<file path="src/rtl/tb_param_pkg.sv">
// Shared constants and types for the APB memory arbiter.
// Default widths, requester count, timeout and FSM state enum.
package tb_param_pkg;

  localparam int param_WIDTH_ADDR    = 16;
  localparam int param_WIDTH_DATA    = 32;
  localparam int APB_ARB_NUM_REQ     = 2;
  localparam int APB_ARB_TIMEOUT_CYC = 16;

  typedef enum logic [1:0] {
    IDLE   = 2'd0,
    SETUP  = 2'd1,
    ACCESS = 2'd2
  } apb_arb_state_e;

  // Pointer that follows grant g, wrapping at n.
  function automatic int rr_next(
    input int g,
    input int n
  );
    return (g + 1 >= n) ? 0 : g + 1;
  endfunction

endpackage

</file>
<file path="src/rtl/apb_rr_pick.sv">
// Combinational round-robin picker: first set req bit at or after ptr.
// Ports: req_i, ptr_i in; grant_o (index), any_req_o out.
module apb_rr_pick #(
  parameter int NUM_REQ = 2
) (
  input  logic [NUM_REQ-1:0]         req_i,
  input  logic [$clog2(NUM_REQ)-1:0] ptr_i,
  output logic [$clog2(NUM_REQ)-1:0] grant_o,
  output logic                       any_req_o
);

  localparam int IW = $clog2(NUM_REQ);

  logic [NUM_REQ-1:0] rot;
  logic [IW-1:0]      off;
  logic [IW:0]        sum;

  // Rotate so bit 0 is the requester at ptr; off is its
  // distance to the first pending requester.
  assign rot = NUM_REQ'({req_i, req_i} >> ptr_i);

  always_comb begin
    off = '0;
    for (int k = NUM_REQ - 1; k >= 0; k--) begin
      if (rot[k]) off = IW'(k);
    end
  end

  assign sum = {1'b0, ptr_i} + {1'b0, off};

  assign grant_o =
    (sum >= (IW+1)'(NUM_REQ)) ?
    IW'(sum - (IW+1)'(NUM_REQ)) :
    sum[IW-1:0];

  assign any_req_o = |req_i;

endmodule

</file>
<file path="src/rtl/apb_mem_arbiter.sv">
// Round-robin APB master sharing one APB slave among NUM_REQ requesters.
// Ports: req_* valid/ready channel in, rsp_* strobes out, APB master bus.
module apb_mem_arbiter
  import tb_param_pkg::*;
#(
  parameter int NUM_REQ     = APB_ARB_NUM_REQ,
  parameter int ADDR_W      = param_WIDTH_ADDR,
  parameter int DATA_W      = param_WIDTH_DATA,
  parameter int TIMEOUT_CYC = APB_ARB_TIMEOUT_CYC
) (
  input  logic                      PCLK,
  input  logic                      PRESETn,
  input  logic [NUM_REQ-1:0]        req_valid,
  input  logic [NUM_REQ-1:0]        req_write,
  input  logic [NUM_REQ*ADDR_W-1:0] req_addr,
  input  logic [NUM_REQ*DATA_W-1:0] req_wdata,
  output logic [NUM_REQ-1:0]        req_ready,
  output logic [NUM_REQ-1:0]        rsp_valid,
  output logic [DATA_W-1:0]         rsp_rdata,
  output logic                      rsp_err,
  output logic                      PSEL,
  output logic                      PENABLE,
  output logic                      PWRITE,
  output logic [ADDR_W-1:0]         PADDR,
  output logic [DATA_W-1:0]         PWDATA,
  input  logic [DATA_W-1:0]         PRDATA,
  input  logic                      PREADY
);

  localparam int IW  = $clog2(NUM_REQ);
  localparam bit TO_EN = (TIMEOUT_CYC > 0);
  localparam int WCW =
    TO_EN ? $clog2(TIMEOUT_CYC + 1) : 1;
  // Abort fires on the low-PREADY sample that
  // would bring the count up to TIMEOUT_CYC.
  localparam logic [WCW-1:0] WLAST =
    WCW'(TO_EN ? TIMEOUT_CYC - 1 : 0);

  apb_arb_state_e state_q;

  logic [IW-1:0]      rr_ptr_q;
  logic [IW-1:0]      rr_ptr_d;
  logic [IW-1:0]      gnt_q;
  logic [WCW-1:0]     wait_cnt_q;
  logic [IW-1:0]      pick_gnt;
  logic               pick_any;

  logic [NUM_REQ-1:0] req_ready_q;
  logic [NUM_REQ-1:0] rsp_valid_q;
  logic [DATA_W-1:0]  rsp_rdata_q;
  logic               rsp_err_q;
  logic               psel_q;
  logic               penable_q;
  logic               pwrite_q;
  logic [ADDR_W-1:0]  paddr_q;
  logic [DATA_W-1:0]  pwdata_q;

  apb_rr_pick #(
    .NUM_REQ (NUM_REQ)
  ) u_pick (
    .req_i     (req_valid),
    .ptr_i     (rr_ptr_q),
    .grant_o   (pick_gnt),
    .any_req_o (pick_any)
  );

  assign rr_ptr_d =
    IW'(rr_next(int'(pick_gnt), NUM_REQ));

  always_ff @(posedge PCLK or negedge PRESETn) begin
    if (!PRESETn) begin
      state_q     <= IDLE;
      rr_ptr_q    <= '0;
      gnt_q       <= '0;
      wait_cnt_q  <= '0;
      req_ready_q <= '0;
      rsp_valid_q <= '0;
      rsp_rdata_q <= '0;
      rsp_err_q   <= 1'b0;
      psel_q      <= 1'b0;
      penable_q   <= 1'b0;
      pwrite_q    <= 1'b0;
      paddr_q     <= '0;
      pwdata_q    <= '0;
    end else begin
      // Strobes are single-cycle unless set below.
      req_ready_q <= '0;
      rsp_valid_q <= '0;
      rsp_rdata_q <= '0;
      rsp_err_q   <= 1'b0;

      unique case (state_q)
        IDLE: begin
          if (pick_any) begin
            gnt_q       <= pick_gnt;
            rr_ptr_q    <= rr_ptr_d;
            wait_cnt_q  <= '0;
            req_ready_q <= NUM_REQ'(1) << pick_gnt;
            // The APB bus registers double as the
            // latched request; held until completion.
            psel_q      <= 1'b1;
            penable_q   <= 1'b0;
            pwrite_q    <= req_write[pick_gnt];
            paddr_q     <=
              req_addr[pick_gnt*ADDR_W +: ADDR_W];
            pwdata_q    <=
              req_wdata[pick_gnt*DATA_W +: DATA_W];
            state_q     <= SETUP;
          end
        end

        SETUP: begin
          penable_q <= 1'b1;
          state_q   <= ACCESS;
        end

        ACCESS: begin
          if (PREADY) begin
            rsp_valid_q <= NUM_REQ'(1) << gnt_q;
            rsp_rdata_q <= pwrite_q ? '0 : PRDATA;
            psel_q      <= 1'b0;
            penable_q   <= 1'b0;
            pwrite_q    <= 1'b0;
            paddr_q     <= '0;
            pwdata_q    <= '0;
            state_q     <= IDLE;
          end else if (TO_EN &&
                       wait_cnt_q == WLAST) begin
            rsp_valid_q <= NUM_REQ'(1) << gnt_q;
            rsp_err_q   <= 1'b1;
            wait_cnt_q  <= wait_cnt_q + WCW'(1);
            psel_q      <= 1'b0;
            penable_q   <= 1'b0;
            pwrite_q    <= 1'b0;
            paddr_q     <= '0;
            pwdata_q    <= '0;
            state_q     <= IDLE;
          end else if (TO_EN) begin
            wait_cnt_q <= wait_cnt_q + WCW'(1);
          end
        end

        default: begin
          state_q <= IDLE;
        end
      endcase
    end
  end

  assign req_ready = req_ready_q;
  assign rsp_valid = rsp_valid_q;
  assign rsp_rdata = rsp_rdata_q;
  assign rsp_err   = rsp_err_q;
  assign PSEL      = psel_q;
  assign PENABLE   = penable_q;
  assign PWRITE    = pwrite_q;
  assign PADDR     = paddr_q;
  assign PWDATA    = pwdata_q;

endmodule

</file>
<file path="config.mk">
export PLATFORM = sky130hd
export DESIGN_NAME = apb_mem_arbiter
export DESIGN_NICKNAME = d
export VERILOG_FILES = /design/src/rtl/tb_param_pkg.sv /design/src/rtl/apb_rr_pick.sv /design/src/rtl/apb_mem_arbiter.sv
export SDC_FILE = /design/constraint.sdc
export NUM_CORES = 1
export LEC_CHECK = 0
export ABC_AREA = 0
export BUFFER_PORTS_ARGS = -buffer_cell sky130_fd_sc_hd__buf_2
export CORE_UTILIZATION = 40
export CTS_CLUSTER_DIAMETER = 60
export DETAILED_ROUTE_END_ITERATION = 12
export GPL_ROUTABILITY_DRIVEN = 1
export PLACE_DENSITY_LB_ADDON = 0.15
export SYNTH_ARGS = -nofsm -noshare
export SYNTH_HDL_FRONTEND = slang
export SYNTH_SLANG_ARGS = --single-unit
export TNS_END_PERCENT = 100
</file>
<file path="constraint.sdc">
create_clock -name PCLK -period 1.98 [get_ports PCLK]
set_input_delay 0.198 -clock PCLK [delete_from_list [all_inputs] [get_ports PCLK]]
set_output_delay 0.198 -clock PCLK [all_outputs]
set_load 0.02 [all_outputs]
</file>
Yosys cells after proc, flatten, opt, wreduce, memory -nomap -nowiden
Index checks and enable logic that the tools add are counted.
{ "op_classes": {"addsub": 4, "order_cmp": 3, "eq_ne": 6, "shift": 5, "mux": 40, "reduce_logical": 9} }
{ "op_table": {"columns": ["operator", "count"], "rows": [
  ["32-bit two-way mux", 6],
  ["32-bit case mux with 2 select lines", 1],
  ["64-bit by 7-bit variable part select with 32-bit output", 1],
  ["16-bit two-way mux", 3],
  ["16-bit case mux with 2 select lines", 1],
  ["32-bit by 6-bit variable part select with 16-bit output", 1],
  ["2-bit two-way mux", 8],
  ["1-bit two-way mux", 14],
  ["5-bit two-way mux", 2],
  ["5-bit case mux with 2 select lines", 1],
  ["3-bit AND reduction", 3],
  ["2-bit case mux with 3 select lines", 1],
  ["5-bit by 1-bit adder with 5-bit output, second input constant", 1],
  ["5-bit by 4-bit == test with 1-bit output, second input constant", 1],
  ["2-bit >= comparator, second input constant", 2],
  ["2-bit != test, second input constant", 2],
  ["1-bit case mux with 2 select lines", 2],
  ["2-bit AND reduction", 2],
  ["1-bit by 1-bit left shift with 2-bit output, first input constant", 2],
  ["4-bit by 1-bit right shift with 2-bit output", 1],
  ["3-bit != test, second input constant", 1],
  ["1-bit case mux with 3 select lines", 1],
  ["3-bit nonzero test", 1],
  ["1-bit by 1-bit adder with 2-bit output", 1],
  ["8 further kinds", 8]
]} }
{ "totals": {"register_bits": 97, "input_bits": 135, "output_inout_bits": 88, "wordCells": 80} }

Longest topological paths before layout
Gate-level depths: netlist of run 1.
{ "logic_depth": {"depth_word": 10, "ltp_mapped": 7, "depth_no_buf": 6} }

Cells and area by module
A second synthesis of run 1 with hierarchy kept.
{ "hier_totals": {"hier_cells": 323, "hier_area_um2": 4052.6} }
{ "modules_own_cells": {"columns": ["module", "n_inst", "cells_each", "area_each_um2", "seq_area_each_um2"], "rows": [
  ["apb_mem_arbiter", 1, 320, 4031.4, 2427.3],
  ["apb_rr_pick", 1, 3, 21.3, 0.0]
]} }

Worst setup path after synthesis of run 1
OpenSTA, ideal clock, no wires.
{ "synth_timing": {"path_kind": "reg2reg", "start": "reg wait_cnt_q[0]", "end": "reg pwdata_q[10] (netlist: PWDATA[10])", "setup_time_ns": 0.126, "arrival_time_ns": 1.607, "required_ns": 1.854, "setup_slack_ns": 0.247, "path_stages_with_launch": 8, "path_buffers": 1, "synth_period_minus_slack_ns": 1.733, "path_cell_list": "dfrtp_1 > ha_1 > and3_1 > ha_1 > nor2_1 > o22a_4 > buf_6 > a221o_2"} }
{ "synth_via": {"elab_chain_cells": 3} }
{ "synth_lines": {"columns": ["item", "line", "source"], "rows": [
  ["from (decl)", "apb_mem_arbiter.sv:44", "logic [WCW-1:0] wait_cnt_q;"],
  ["from (signal assigned)", "apb_mem_arbiter.sv:131", "wait_cnt_q <= wait_cnt_q + WCW'(1);"],
  ["from (signal assigned)", "apb_mem_arbiter.sv:139", "wait_cnt_q <= wait_cnt_q + WCW'(1);"],
  ["5-bit by 4-bit == test with 1-bit output", "apb_mem_arbiter.sv:128", "wait_cnt_q == WLAST) begin"],
  ["3-bit != test (no line)", null, null],
  ["3-bit AND reduction (no line)", null, null],
  ["to (signal assigned)", "apb_mem_arbiter.sv:106", "pwdata_q <="],
  ["to (decl)", "apb_mem_arbiter.sv:56", "logic [DATA_W-1:0] pwdata_q;"]
]} }
Every way passes these cells.
A chain may end at the register's enable or synchronous reset.

Final worst setup path of run 1
{ "layout_timing": {"start": "reg wait_cnt_q[1]", "end": "reg pwdata_q[26] (netlist: PWDATA[26])"} }
The elaborated chain is that of the path after synthesis.

==> flow_summary.toml, run 1 <==
[outcome]
outcome = "complete, no violations"

[clock_network]
clk_latency_ps = 360
cts_tree = "done"
ctsResizeCount = 0
h-tree-depth = 3
cts.sinks = 97
cts_root_buf = "clkbuf_8"
path_clk_slew_ps = 90
clockBufferDepth = 2
cts_made_buffers = 9

[floorplan]
die_y_um = 101
io_pins = 223
die-area_um2 = 10300
start_util = 0.420
core-area_um2 = 9420
fp-row-count = 35
die_width_um = 101

[cells_and_area]
area_growth_pct = 36.9
final_cell_mix = "buf_2, dfrtp_1, and3_1"
layout.cells.non_filler = 651
diodes = 0
fin_nets = 654
drive_above_1_share = 0.577
mostFrequentLayoutCell = "buf_2"

[timing]
drv_slew = 0
finalCriticalPeriod_ps = 1920
tns_ps = 0
worst_pin_slew_ps = 607
clock_skew_ps = 9.53
rsz0062_at_grt = "false"
fmax_mhz = 522
final-setup-viol-count = 0
relSlewSlack = 0.594
fin_crit_sh = 0.968
final_hold_viol_count = 0

[logic_synthesis]
synth_top_cell_by_area = "dfrtp_1"
syn_nets = 431
yosys_warnings = 0
syn_inst = 294
synth-seq-area-share = 0.614
ys_ff_latch = 97
yosysTopAreaCellShare = 0.614
netlist_top_cells_area = "dfrtp_1, a221o_2, and3_1, and2_1, buf_6"
ys_types = 33
avgSynthCellArea_um2 = 13.5
netlist_area_um2 = 3960

[job]
max_cap_violations = 0

[placed_design]
place.gp.congestion = 0.777
dp.cells = 633
portBuffers = 222
dp_hpwl_um = 7730

[detailed_routing]
wire_per_inst_um = 16.4
via_per_inst = 5.02
ant_nets = 0
num_vias = 3266
remaining_drc_errors = 0
drtIter0Drc = 125
wirelength_um = 10700
dr.pass1.iters = 4

[power]
p_per_area_nw_per_um2 = 1410
ir_drop_mv = 0.561
p_leak_nw = 3.11

[grt]
grt_max_degree = 44
grt_pass1_vias = 3274
grt_use_total = 0.210
antenna_found_initial = 0
grt_pass1_wl_um = 16300
grt-ovfl-total = 0

[worst_setup_path]
cp-start-kind = "flip-flop"
critical_path_class = "flip-flop to flip-flop"
worstPathArrival_ps = 2160
cp.required_ps = 2220
crit_path_end_kind = "flip-flop"
path_max_fanout = 32

[min_path]
hold_path_class = "primary input to flip-flop"
-- synth_stat cells, drive strengths merged --
library cell / n
dfrtp: 97
and3: 50
a221o: 49
and2: 34
clkbuf: 13
buf: 11
inv: 6
nor2: 4
a21o: 3
a211oi: 2
a21oi: 2
a22o: 2
ha: 2
nand2b: 2
nor3b: 2
o21ai: 2
or2: 2
a31o: 1
and2b: 1
mux2: 1
mux2i: 1
nand2: 1
nand4: 1
nor2b: 1
nor4b: 1
o21a: 1
o22a: 1
o31ai: 1
-- per-layer routing --
metal | up-vias | routed length, µm | GRT usage
met5 | - | 0 | 0
li1 | 1535 | - | -
met4 | 0 | 271 | 0.0948
met1 | 1562 | 4440 | 0.259
met2 | 148 | 5130 | 0.340
met3 | 21 | 837 | 0.0635
-- sequential cells by signal, summed over array words and instances, names as in the netlist --
register	flops
PADDR	16
PENABLE	1
PSEL	1
PWDATA	32
PWRITE	1
gnt_q	1
req_ready	2
rr_ptr_q	1
rsp_err	1
rsp_rdata	32
rsp_valid	2
state_q	2
wait_cnt_q	5
-- worst max-delay path, cell delays in order (launching register included) --
cell and delay [ps]:
dfrtp_1 380, ha_1 200, and3_1 170, ha_1 180
nor2_1 80, o22a_4 270, buf_12 170, a221o_2 350
-- per-stage QoR --
| stage | total power, mW | setup WS [ps] | util | cell area (µm²) | hold WS [ps] |
|---|---|---|---|---|---|
| after floorplan | 5.25 | 247 | - | 3960 | -97.6 |
| after global placement | 6.33 | 140 | 0.553 | 5200 | 152 |
| after detailed placement | 6.39 | 74.8 | 0.553 | 5200 | 149 |
| after CTS | 7.70 | 49.8 | 0.575 | 5410 | 23.4 |
| after global routing | 8.10 | 0.151 | 0.575 | 5420 | 19.9 |
| final | 7.63 | 62.9 | 0.575 | 5420 | 39.8 |
-- path summary, 6_finish.rpt --
| check | startpoint | end | slack [ps] | depth (start not counted) |
|---|---|---|---|---|
| max | wait_cnt_q[1]$_DFFE_PN0P_ | PWDATA[26]$_DFFE_PN0P_ | 60 | 7 |
| min | PRDATA[1] | rsp_rdata[1]$_DFF_PN0_ | 40 | 2 |
| max reg2reg | wait_cnt_q[1]$_DFFE_PN0P_ | PWDATA[26]$_DFFE_PN0P_ | 60 | 7 |
| min reg2reg | gnt_q$_DFFE_PN0P_ | rsp_valid[0]$_DFF_PN0_ | 450 | 1 |
| max in group asynchronous | PRESETn | rsp_rdata[17]$_DFF_PN0_ | 980 | 3 |
| min in group asynchronous | PRESETn | rsp_valid[0]$_DFF_PN0_ | 310 | 2 |
-- cell families (layout without fill, tap and decap cells) --
family,after synthesis,in the layout,synth area share
buf+inv,30,258,0.0478
fa+ha+maj,2,2,0.00632
flops,97,97,0.614
simple gates,99,99,0.157
compound gates,64,64,0.170
mux,2,2,0.00538
-- where the power goes --
group | total, mW | switching, mW | internal (mW)
sequential | 2.98 | 0.372 | 2.60
combinational | 3.37 | 1.89 | 1.48
clock | 1.28 | 0.692 | 0.589
-- cell type report --
cell class / count / area [µm²]
Fill cell: 824 / 4000
Clock inverter: 6 / 67.6
Timing Repair Buffer: 236 / 1260
Sequential cell: 97 / 2430
Clock buffer: 10 / 128
Inverter: 6 / 22.5
Multi-Input combinational cell: 167 / 1350
Tap cell: 129 / 161
-- repair_timing --
action	in CTS	in global routing
setup buffers	0	1
hold buffers	1	0
endpoints found under the setup margin	0	43
hold endpoints to repair	27	0
Note: power is estimated with default switching activity, not from simulation.
==> run 2: changes to the inputs <==
--- a/config.mk
+++ b/config.mk
@@ -8,6 +8,7 @@
 export ABC_AREA = 0
 export BUFFER_PORTS_ARGS = -buffer_cell sky130_fd_sc_hd__buf_2
 export CORE_UTILIZATION = 40
+export CTS_BUF_LIST = sky130_fd_sc_hd__clkbuf_16
 export CTS_CLUSTER_DIAMETER = 60
 export DETAILED_ROUTE_END_ITERATION = 12
 export GPL_ROUTABILITY_DRIVEN = 1
==> flow_summary.toml, run 2 (synthesis results as in run 1) <==
[outcome]
outcome = "complete, no violations"

[cells_and_area]
area_growth_pct = 39.5
fin_nets = 654
finish.utilization = 0.586
final_cell_mix = "buf_2, dfrtp_1, and3_1"
diodes = 0
nFillCells = 810
stdcell_area_um2 = 5520
drive_above_1_share = 0.577
mostFrequentLayoutCell = "buf_2"

[timing]
fin_ws_ps = 61.8
final_hold_viol_count = 0
tns_ps = 0
finalCriticalPeriod_ps = 1920
clock_skew_ps = 6.01
worst_pin_slew_ps = 597
whs_ps = 63.0
rsz0062_at_grt = "false"
relSlewSlack = 0.601
fin_crit_sh = 0.969
drv_slew = 0
fmax_mhz = 521
final-setup-viol-count = 0

[placed_design]
place.gp.congestion = 0.777
dp_hpwl_um = 7730
portBuffers = 222
placed_area_um2 = 5200
place_worst_setup_slack_ps = 74.8

[clock_network]
path_clk_slew_ps = 70
cts_root_buf = "clkbuf_16"
cts_tree = "done"
clk_latency_ps = 330
h-tree-depth = 3
cts.sinks = 97
clockBufferDepth = 2
cts_made_buffers = 9

[job]
max_cap_violations = 0

[detailed_routing]
wirelength_um = 10700
num_vias = 3294
wire_per_inst_um = 16.4
ant_nets = 0
via_per_inst = 5.06
remaining_drc_errors = 0
dr.pass1.iters = 4
drtIter0Drc = 83

[floorplan]
start_util = 0.420
io_pins = 223
die-area_um2 = 10300
core-area_um2 = 9420
die_width_um = 101
die_y_um = 101
fp-row-count = 35

[power]
p_per_area_nw_per_um2 = 1460
seqPwrFrac = 0.369
p_sw_frac = 0.372
pwr-share-clk = 0.213
ir_drop_mv = 0.586
p_leak_nw = 3.16
p_switching_mw = 3.01
comb_power_share = 0.418
p_int_mw = 5.07

[worst_setup_path]
critical_path_class = "flip-flop to flip-flop"
r2r_cells = 7
startpoint = "wait_cnt_q[1]$_DFFE_PN0P_"
path_max_fanout = 32
crit_path_cell_trace = "ha_1 > and3_1 > ha_1 > nor2_1 > o22a_4 > buf_12 > a221o_2"
cp.required_ps = 2190
worstPathArrival_ps = 2130
crit_buf_inv = 1
crit_top_cell = "ha_1"
crit_path_top_delay_cell = "dfrtp_1"
crit_path_end_kind = "flip-flop"
max_stage_delay_ps = 370
cp.depth = 7
cp-start-kind = "flip-flop"
timing.rr.start = "wait_cnt_q[1]$_DFFE_PN0P_"
critical_path.top_delay_family = "compound AO/OA/AOI/OAI gates"

[grt]
grt_pass1_vias = 3274
grt_use_total = 0.211
grt-ovfl-total = 0
antenna_found_initial = 0
grt_max_degree = 44
grt_pass1_wl_um = 16400

[min_path]
min_from = "PRDATA[1]"
hold_path_class = "primary input to flip-flop"
holdPathStages = 2
## run 2: changes by cell type in the layout (fill, tap and decap cells not counted), sizes merged
cell and change:
clkbuf -1, inv +1
## run 2: worst paths after layout
path | endpoint | slack [ps]
max | PWDATA[26]$_DFFE_PN0P_ | 60
min | rsp_rdata[1]$_DFF_PN0_ | 60
max reg2reg | PWDATA[26]$_DFFE_PN0P_ | 60
min reg2reg | rsp_valid[0]$_DFF_PN0_ | 450
max in group asynchronous | rsp_rdata[20]$_DFF_PN0_ | 960
min in group asynchronous | PWDATA[2]$_DFFE_PN0P_ | 330
## run 2: metal layers
| layer | GRT usage | up-vias | wire length [µm] |
|---|---|---|---|
| li1 | - | 1539 | - |
| met1 | 0.256 | 1574 | 4350 |
| met2 | 0.346 | 160 | 5160 |
| met3 | 0.0738 | 21 | 889 |
| met4 | 0.0836 | 0 | 262 |
| met5 | 0 | - | 0 |
## run 2: cell type report
cell class              instances  area, µm²  share of cell area
well taps                     129        161              0.0292
repair buffers                236       1260               0.228
multi-input cells             167       1350               0.245
inverters                       6       22.5             0.00408
flip-flops and latches         97       2430               0.440
clock inverters                 7       71.3              0.0129
clock buffers                   9        225              0.0408
## run 2: power by group through the flow
stage	Sequential, mW	Combinational [mW]	Clock [mW]
3_5_place_dp	3.01	3.38	0
6_report	2.98	3.37	1.72
5_1_grt	3.06	3.63	1.86
2_1_floorplan	3.66	1.59	0
3_3_place_gp	3.02	3.31	0
4_1_cts	2.99	3.39	1.77
## run 2: stage by stage
stage | cells | power, mW
after floorplan | 294 | 5.25
after global placement | 633 | 6.33
after detailed placement | 633 | 6.39
after CTS | 650 | 8.15
after global routing | 651 | 8.55
final | 651 | 8.07
## run 2: what timing repair did
action	4_1_cts	5_1_grt
endpoints found under the hold margin	27	0
endpoints found under the setup margin	0	41
buffers inserted	0	1
hold buffers	1	0
resized for setup	0	0
## run 2: worst reg2reg max path, cell delays in order, from the launching register on
cell     delay [ps]
dfrtp_1         370
ha_1            200
and3_1          170
ha_1            180
nor2_1           80
o22a_4          270
buf_12          160
a221o_2         370
